`src/rtl/fwd_hazard_unit.sv`:
```
// ID-stage operand forwarding with load-use / slow-memory hazard detection and stall tracking.
// Optional statistics counters are enabled with the FWD_HAZARD_STATS_EN macro.
module fwd_hazard_unit #(
  parameter int unsigned DATA_W    = 32,
  parameter int unsigned REG_AW    = 5,
  parameter int unsigned NUM_RD    = 2,
  parameter int unsigned MAX_STALL = 16,
  parameter int unsigned CNT_W     = 8
) (
  input  logic                       clk,
  input  logic                       rst,
  input  logic                       id_valid,
  input  logic [NUM_RD*REG_AW-1:0]   id_rs,
  input  logic [NUM_RD-1:0]          id_rs_used,
  input  logic [NUM_RD*DATA_W-1:0]   id_data,
  input  logic                       exe_we,
  input  logic [REG_AW-1:0]          exe_dreg,
  input  logic [DATA_W-1:0]          exe_data,
  input  logic                       exe_is_load,
  input  logic                       mem_we,
  input  logic [REG_AW-1:0]          mem_dreg,
  input  logic [DATA_W-1:0]          mem_data,
  input  logic                       mem_is_load,
  input  logic                       mem_data_ready,
  input  logic                       wb_we,
  input  logic [REG_AW-1:0]          wb_dreg,
  input  logic [DATA_W-1:0]          wb_data,
  output logic [NUM_RD*DATA_W-1:0]   fwd_data,
  output logic [NUM_RD*2-1:0]        fwd_sel,
  output logic                       stall,
  output logic [CNT_W-1:0]           stall_cnt,
`ifdef FWD_HAZARD_STATS_EN
  output logic [31:0]                stat_stall_cycles,
  output logic [31:0]                stat_lu_events,
  output logic [31:0]                stat_fwd_events,
`endif
  output logic                       stall_timeout
);

  localparam int unsigned SEL_W = 2;

  typedef enum logic [1:0] {
    ST_RUN       = 2'd0,
    ST_STALL_LU  = 2'd1,
    ST_STALL_MEM = 2'd2
  } state_t;

  state_t              state_q, state_d;
  logic [NUM_RD-1:0]   haz_lu;
  logic [NUM_RD-1:0]   haz_mem;
  logic [REG_AW-1:0]   src;
  logic                live;
  logic                lu_any;
  logic                mem_any;

  // Per-port source selection: youngest matching producer wins.
  always_comb begin
    fwd_sel  = '0;
    fwd_data = id_data;
    haz_lu   = '0;
    haz_mem  = '0;
    src      = '0;
    live     = 1'b0;
    for (int k = 0; k < int'(NUM_RD); k++) begin
      src  = id_rs[k*REG_AW +: REG_AW];
      live = id_rs_used[k] && (src != '0);
      if (live && exe_we && (exe_dreg == src)) begin
        if (exe_is_load) begin
          haz_lu[k] = 1'b1;
        end else begin
          fwd_sel[k*SEL_W +: SEL_W]   = 2'd3;
          fwd_data[k*DATA_W +: DATA_W] = exe_data;
        end
      end else if (live && mem_we && (mem_dreg == src)) begin
        if (mem_is_load && !mem_data_ready) begin
          haz_mem[k] = 1'b1;
        end else begin
          fwd_sel[k*SEL_W +: SEL_W]   = 2'd2;
          fwd_data[k*DATA_W +: DATA_W] = mem_data;
        end
      end else if (live && wb_we && (wb_dreg == src)) begin
        fwd_sel[k*SEL_W +: SEL_W]   = 2'd1;
        fwd_data[k*DATA_W +: DATA_W] = wb_data;
      end
    end
    if (rst) begin
      fwd_sel  = '0;
      fwd_data = id_data;
    end
  end

  assign lu_any  = id_valid && (|haz_lu);
  assign mem_any = id_valid && (|haz_mem);
  assign stall   = !rst && (lu_any || mem_any);

  // Hazard-class state register.
  always_ff @(posedge clk) begin
    if (rst) begin
      state_q <= ST_RUN;
    end else begin
      state_q <= state_d;
    end
  end

  // Load-use takes precedence when both hazard classes are present.
  always_comb begin
    state_d = state_q;
    case (state_q)
      ST_RUN, ST_STALL_LU: begin
        if (lu_any)       state_d = ST_STALL_LU;
        else if (mem_any) state_d = ST_STALL_MEM;
        else              state_d = ST_RUN;
      end
      ST_STALL_MEM: begin
        if (!lu_any && !mem_any) state_d = ST_RUN;
      end
      default: state_d = ST_RUN;
    endcase
  end

  // Consecutive-stall counter and sticky timeout.
  always_ff @(posedge clk) begin
    if (rst) begin
      stall_cnt     <= '0;
      stall_timeout <= 1'b0;
    end else begin
      if (stall) begin
        if (stall_cnt != {CNT_W{1'b1}}) stall_cnt <= stall_cnt + CNT_W'(1);
        if (stall_cnt == CNT_W'(MAX_STALL - 1)) stall_timeout <= 1'b1;
      end else begin
        stall_cnt <= '0;
      end
    end
  end

`ifdef FWD_HAZARD_STATS_EN
  logic fwd_hit;
  assign fwd_hit = id_valid && !stall && (fwd_sel != '0);

  // Saturating event statistics.
  always_ff @(posedge clk) begin
    if (rst) begin
      stat_stall_cycles <= '0;
      stat_lu_events    <= '0;
      stat_fwd_events   <= '0;
    end else begin
      if (stall && (stat_stall_cycles != 32'hFFFF_FFFF))
        stat_stall_cycles <= stat_stall_cycles + 32'd1;
      if ((state_q == ST_RUN) && (state_d == ST_STALL_LU) && (stat_lu_events != 32'hFFFF_FFFF))
        stat_lu_events <= stat_lu_events + 32'd1;
      if (fwd_hit && (stat_fwd_events != 32'hFFFF_FFFF))
        stat_fwd_events <= stat_fwd_events + 32'd1;
    end
  end
`endif

endmodule

```
`config.mk`:
```
export PLATFORM = sky130hd
export DESIGN_NAME = fwd_hazard_unit
export DESIGN_NICKNAME = d
export VERILOG_FILES = /design/src/rtl/fwd_hazard_unit.sv
export SDC_FILE = /design/constraint.sdc
export NUM_CORES = 1
export LEC_CHECK = 0
export ABC_AREA = 1
export BUFFER_PORTS_ARGS = -buffer_cell sky130_fd_sc_hd__buf_2
export CORE_MARGIN = 5
export CORE_UTILIZATION = 49
export DETAILED_ROUTE_END_ITERATION = 10
export PLACE_DENSITY = 0.82
export SLEW_MARGIN = 25
export SYNTH_ARGS = -nofsm -noshare
export SYNTH_HDL_FRONTEND = slang
export SYNTH_SLANG_ARGS = --single-unit
```
`constraint.sdc`:
```
create_clock -name clk -period 2.24 [get_ports clk]
set_input_delay 0.448 -clock clk [delete_from_list [all_inputs] [get_ports clk]]
set_output_delay 0.448 -clock clk [all_outputs]
set_load 0.1 [all_outputs]
```
==> out/results.txt, run 1 <==
status: aborted with a tool error
Stopped at: global routing (5_1_grt)
error msg: [ERROR DPL-0038] Utilization greater than 100%, impossible to legalize
mean instance size in the synthesized netlist: 4.62 um2
number of register bits inferred by synthesis: 9
cell area after placement: 0.00956 mm2
library cell with the largest summed area after synthesis: sky130_fd_sc_hd__nand2_1
Yosys warnings: 0
worst endpoint type: output port
sequential fraction of the synthesis area: 3.09%
commonest cells in the netlist: sky130_fd_sc_hd__nand2_1, sky130_fd_sc_hd__inv_1, sky130_fd_sc_hd__o21ai_0, sky130_fd_sc_hd__nor2_1, sky130_fd_sc_hd__nand3_1
number of distinct library cells after synthesis: 31
detailed-placement wirelength estimate: 19,200 um
CTS root buffer: sky130_fd_sc_hd__clkbuf_16
Die Height: 119 um
Max clock buf depth: 2
top-count cell post-synth: sky130_fd_sc_hd__nand2_1
initial core utilization: 50.6%
Synth Instances: 1,262
share of synthesized registers carrying an async set or reset: 0%
IO Pins: 274
number of placement rows: 39
pin count of the biggest net entering global routing: 77
number of input and output port buffers inserted: 273
die width: 119 um
main area contributors after synthesis: sky130_fd_sc_hd__nand2_1, sky130_fd_sc_hd__inv_1, sky130_fd_sc_hd__o21ai_0, sky130_fd_sc_hd__nand3_1, sky130_fd_sc_hd__nor2_1
routability-driven placement congestion ratio: 0.983
leading register cell type out of synthesis: sky130_fd_sc_hd__dfxtp_1
final worst endpoint reported by repair_timing after global routing: fwd_data[29]
TritonCTS Buffers: 3
number of nets produced by synthesis: 1,459
number of enable-type register cells in the synthesized netlist: 0
netlist area before placement: 0.00583 mm2
total number of clock tree sinks: 9
top cell type's share of synthesized area: 27.8%
number of H-tree levels: 1
[cells by family after synthesis]
| logic type | after synthesis | synth area share, % |
|---|---|---|
| buffers and inverters | 312 | 22.7 |
| xor gates and xnor gates | 12 | 1.80 |
| adders and majority gates | 1 | 0.215 |
| DFF | 9 | 3.09 |
| and+or+nand+nor | 655 | 46.9 |
| AOI/OAI and AO/OA | 273 | 25.3 |
[through the flow]
step,cells,util (%),setup slack (ns)
after detailed placement,1654,83.0,-0.404
after floorplan,1262,-,-0.131
after CTS,1683,93.5,-0.266
after global placement,1654,83.0,-0.338
[repair_timing]
action,4_1_cts
gates resized for setup,215
gates cloned,10
endpoints found under the hold margin,0
setup endpoints to repair,69
hold buffers,0
pin swaps,68
setup buffers,16
==> run 2, diff against run 1 <==
- CORE_UTILIZATION: 49 -> 37
- PLACE_DENSITY: 0.82 -> unset
- PLACE_DENSITY_LB_ADDON: unset -> 0.15
==> run 2 against run 1 <==
The flow now finishes, with violations (negative setup slack). Area after synthesis unchanged. Synthesized cell count unchanged.
==> out/results.txt, run 2 <==
most frequent cells in the layout: sky130_fd_sc_hd__nand2_1, sky130_fd_sc_hd__buf_2, sky130_fd_sc_hd__inv_1, sky130_fd_sc_hd__nand2_2, sky130_fd_sc_hd__o21ai_0
clock-pin slew on the worst setup and hold paths: 0.04 ns
maximum fanout along the worst path: 8
Antenna Violating Nets Remaining: 0
status: complete, but fails checks
Tcrit/Tclk final: 113%
Top reg by flops: stall_cnt
Synth Instances: 1,262
PnR worst setup slack: -0.290 ns
leading register cell type out of synthesis: sky130_fd_sc_hd__dfxtp_1
number of nets produced by synthesis: 1,459
commonest cells in the netlist: sky130_fd_sc_hd__nand2_1, sky130_fd_sc_hd__inv_1, sky130_fd_sc_hd__o21ai_0, sky130_fd_sc_hd__nor2_1, sky130_fd_sc_hd__nand3_1
Worst Reg-to-Reg Cells: 7
routability-driven placement congestion ratio: 0.896
library cell with the largest summed area after synthesis: sky130_fd_sc_hd__nand2_1
IO Pins: 274
setup slack of the worst register-to-register path: 0.62 ns
setup repair after global routing missed its margin: yes
worst slack, placed: -0.326 ns
initial core utilization: 38.1%
Pwr Density: 279 mW/mm2
number of hold-slack violations in the final timing report: 0
number of vias in the routed layout: 9,680
Core Footprint: 0.0153 mm2
TritonCTS Buffers: 3
final setup violation count: 69
pin count of the biggest net entering global routing: 63
total number of clock tree sinks: 9
transition time of the tightest slew-check pin: 0.498 ns
number of enable-type register cells in the synthesized netlist: 0
mean instance size in the synthesized netlist: 4.62 um2
critical path data required time: 1.79 ns
top flop regs: stall_cnt: 8 flops, stall_timeout: 1 flops
max capacitance violation total: 0
LEAKAGE: 6.14 nW
Max clock buf depth: 2
routed wire length: 31,900 um
Yosys warnings: 0
layout cell share with drive strength beyond 1: 51.6%
Min Clock Period, post-route: 2.53 ns
number of inserted filler cells in the final layout: 1,123
via density per instance: 5.47
number of input and output port buffers inserted: 273
via count of the first global-routing pass: 9,089
maximum clock rate: 395 MHz
Die ar.: 0.0184 mm2
top-count cell post-synth: sky130_fd_sc_hd__nand2_1
worst slew margin relative to its limit: 67.0%
violated checks: negative setup slack
routed wire length per instance: 18.0 um
initial antenna violation count: 1
DRT Pass-1 Iters: 5
element type at the critical path end: output port
nature of the critical path startpoint: primary input
die width: 136 um
top cell type's share of synthesized area: 27.8%
sequential fraction of the synthesis area: 3.09%
number of H-tree levels: 1
gr ovfl total: 0
post-detailed-route DRC marker count: 0
diodes inserted: 0
clock tree from TritonCTS: done
number of distinct library cells after synthesis: 31
Hold/Removal Path Class: primary input to flip-flop
global-route wire length before repair: 44,700 um
CTS root buffer: sky130_fd_sc_hd__clkbuf_16
Largest register FFs: 8
main area contributors after synthesis: sky130_fd_sc_hd__nand2_1, sky130_fd_sc_hd__inv_1, sky130_fd_sc_hd__o21ai_0, sky130_fd_sc_hd__nand3_1, sky130_fd_sc_hd__nor2_1
netlist area before placement: 0.00583 mm2
share of synthesized registers carrying an async set or reset: 0%
CP arrival: 2.08 ns
overall global routing resource usage: 29.5%
number of register bits inferred by synthesis: 9
detailed-placement wirelength estimate: 19,100 um
drt initial violations: 765
number of max-slew violations in the final report: 0
Final TNS setup: -16.44 ns
classification of the worst setup path: primary input to output port
number of nets in the finished design: 1,757
IR Drop Worst-Case VDD: 0.450 mV
hold depth: 2
insertion delay of the later-clocked pin in the worst-skew pair: 0.24 ns
Worst Clk Skew: 0.00427 ns
number of placement rows: 45
most common cell after layout, fill and taps aside: sky130_fd_sc_hd__nand2_1
Die Height: 136 um
synthesis-to-finish area growth: 105%
total power consumption of the routed design: 3.33 mW
## run 2: cell families after synthesis
logic type      synth area share, %
compound gates                 25.3
xor+xnor                       1.80
fa+ha+maj                     0.215
buf+inv                        22.7
flops                          3.09
simple gates                   46.9
## run 2: where the power goes
| group | total (mW) | switching (mW) | internal, mW |
|---|---|---|---|
| registers | 0.161 | 0.000174 | 0.161 |
| clock network | 0.325 | 0.0861 | 0.239 |
| logic | 2.85 | 1.79 | 1.06 |
## run 2: cell type report
class,count,area (um2),area share [%]
tap,211,264,2.21
multi-input combinational,941,6290,52.6
clock buffer,4,78.8,0.659
sequential,9,183,1.53
timing repair buffer,371,4160,34.7
inverter,234,990,8.28
## run 2: final timing paths
path                                      to                       start
setup / recovery                fwd_data[44]                    id_rs[8]
hold / removal    stall_timeout$_SDFFE_PP0P_                         rst
setup reg to reg   stall_cnt[2]$_SDFFE_PP0P_   stall_cnt[0]$_SDFFE_PP0P_
hold reg to reg   stall_timeout$_SDFFE_PP0P_  stall_timeout$_SDFFE_PP0P_
## run 2: layer usage
| metal | GRT usage [%] | part of all wire [%] |
|---|---|---|
| met5 | 0 | 0.034 |
| met4 | 9.18 | 4.0 |
| met3 | 5.46 | 10 |
| met2 | 52.2 | 49 |
| met1 | 36.1 | 36 |
## run 2: critical path: stages
cell	delay, ns
sky130_fd_sc_hd__buf_8	0.11
sky130_fd_sc_hd__xnor2_2	0.22
sky130_fd_sc_hd__nand4_2	0.15
sky130_fd_sc_hd__nor3_4	0.23
sky130_fd_sc_hd__buf_6	0.17
sky130_fd_sc_hd__buf_16	0.18
sky130_fd_sc_hd__nand2_4	0.06
sky130_fd_sc_hd__nand3_2	0.06
sky130_fd_sc_hd__nand2_2	0.07
sky130_fd_sc_hd__a21oi_4	0.18
sky130_fd_sc_hd__buf_12	0.19
## run 2: metrics by stage
stage | utilization (%) | hold WS, ns | instance area, um2 | std cells
6_report | 78.1 | 0.440 | 12000 | 1770
5_1_grt | 78.1 | 0.460 | 12000 | 1770
4_1_cts | 71.6 | 0.437 | 11000 | 1757
3_5_place_dp | 63.1 | 0.449 | 9660 | 1722
3_3_place_gp | 63.1 | 0.438 | 9660 | 1722
2_1_floorplan | - | 0.517 | 6850 | 1262
## run 2: timing repair
item,CTS,global route
endpoints found under the setup margin,69,69
gates resized for setup,205,252
setup buffers,19,7
hold buffers,0,0
pin swaps,79,90
gates cloned,12,12
Note: power is estimated with default switching activity, not from simulation.
==> run 3, diff against run 2 <==
- ABC_AREA: 1 -> 0
==> run 3 against run 2 <==
The flow now stops in global routing (5_1_grt). Area after synthesis is 38% lower. Synthesized cell count is 63% lower.
==> out/results.txt, run 3 <==
IO Pins: 274
Stopped at: global routing (5_1_grt)
number of enable-type register cells in the synthesized netlist: 0
number of input and output port buffers inserted: 273
initial core utilization: 37.4%
pin count of the biggest net entering global routing: 41
arithmetic-cell share of the synthesized area counting full adders, half adders and majority gates: 0.347%
share of synthesized registers carrying an async set or reset: 0%
number of H-tree levels: 1
total number of clock tree sinks: 9
commonest cells in the netlist: sky130_fd_sc_hd__a211oi_1, sky130_fd_sc_hd__mux2i_1, sky130_fd_sc_hd__a221o_1, sky130_fd_sc_hd__clkbuf_1, sky130_fd_sc_hd__nor2b_1
Synth Instances: 463
status: aborted with a tool error
Die Height: 109 um
multiplexer fraction of the synthesized cell area: 18.1%
Yosys warnings: 0
error msg: [ERROR GRT-0232] Routing congestion too high. Check the congestion heatmap in the GUI.
Compound-Gate Fraction of Synth Area: 48.2%
final worst endpoint reported by repair_timing after global routing: fwd_data[4]
number of placement rows: 36
detailed-placement wirelength estimate: 15,500 um
Max clock buf depth: 2
top-count cell post-synth: sky130_fd_sc_hd__a211oi_1
top cell type's share of synthesized area: 26.4%
main area contributors after synthesis: sky130_fd_sc_hd__a211oi_1, sky130_fd_sc_hd__mux2i_1, sky130_fd_sc_hd__a221o_1, sky130_fd_sc_hd__xnor2_1, sky130_fd_sc_hd__nor2b_1
dominant combinational cell family by area after synthesis: compound AO/OA/AOI/OAI gates
number of register bits inferred by synthesis: 9
synthesized-area fraction occupied by and/or/nand/nor cells: 14.3%
mean instance size in the synthesized netlist: 7.79 um2
netlist area before placement: 0.00361 mm2
leading register cell type out of synthesis: sky130_fd_sc_hd__dfxtp_1
share of the synthesized netlist area taken by xor and xnor gates: 7.53%
worst endpoint type: output port
sequential fraction of the synthesis area: 4.99%
number of nets produced by synthesis: 660
library cell with the largest summed area after synthesis: sky130_fd_sc_hd__a211oi_1
CTS root buffer: sky130_fd_sc_hd__clkbuf_8
die width: 109 um
overall global routing resource usage: 87.0%
TritonCTS Buffers: 3
number of distinct library cells after synthesis: 42
gr ovfl total: 261
routability-driven placement congestion ratio: 0.846
==> run 3: changes by cell type after synthesis, sizes merged, moves of 6 or more <==
cell | previous run | this run
a21oi | 75 | 7
a221o | 0 | 62
o21ai | 197 | 4
nor2b | 0 | 33
xnor2 | 8 | 26
nor2 | 94 | 12
buf | 45 | 17
a211oi | 0 | 127
or4 | 0 | 6
inv | 233 | 2
nand4 | 37 | 4
nand2 | 437 | 8
mux2i | 0 | 64
nand3 | 80 | 6
==> run 3: kinds of logic after synthesis <==
| family | Yosys count |
|---|---|
| buf+inv | 56 |
| xor+xnor | 31 |
| mux | 65 |
| compound gates | 212 |
| simple gates | 89 |
| flops | 9 |
| fa+ha+maj | 1 |
==> run 3: per-stage QoR <==
stage	cell area (um2)	hold slack [ns]	utilization, %	worst slack (ns)	instances
2_1_floorplan	4990	0.831	-	-0.844	463
3_3_place_gp	7580	0.442	78.7	-1.01	889
3_5_place_dp	7580	0.448	78.7	-1.07	889
4_1_cts	8810	0.461	91.4	-0.991	926
==> run 3: what timing repair did <==
action | in CTS
hold buffers | 0
resized for setup | 167
cloned | 13
endpoints found under the setup margin | 78
buffers inserted | 22
pin swaps | 34
==> run 3: layer usage <==
layer,overflow,track usage (%)
met1,0,83.8
met2,155,102
met3,6,74.2
met4,98,95.6
met5,2,28.1
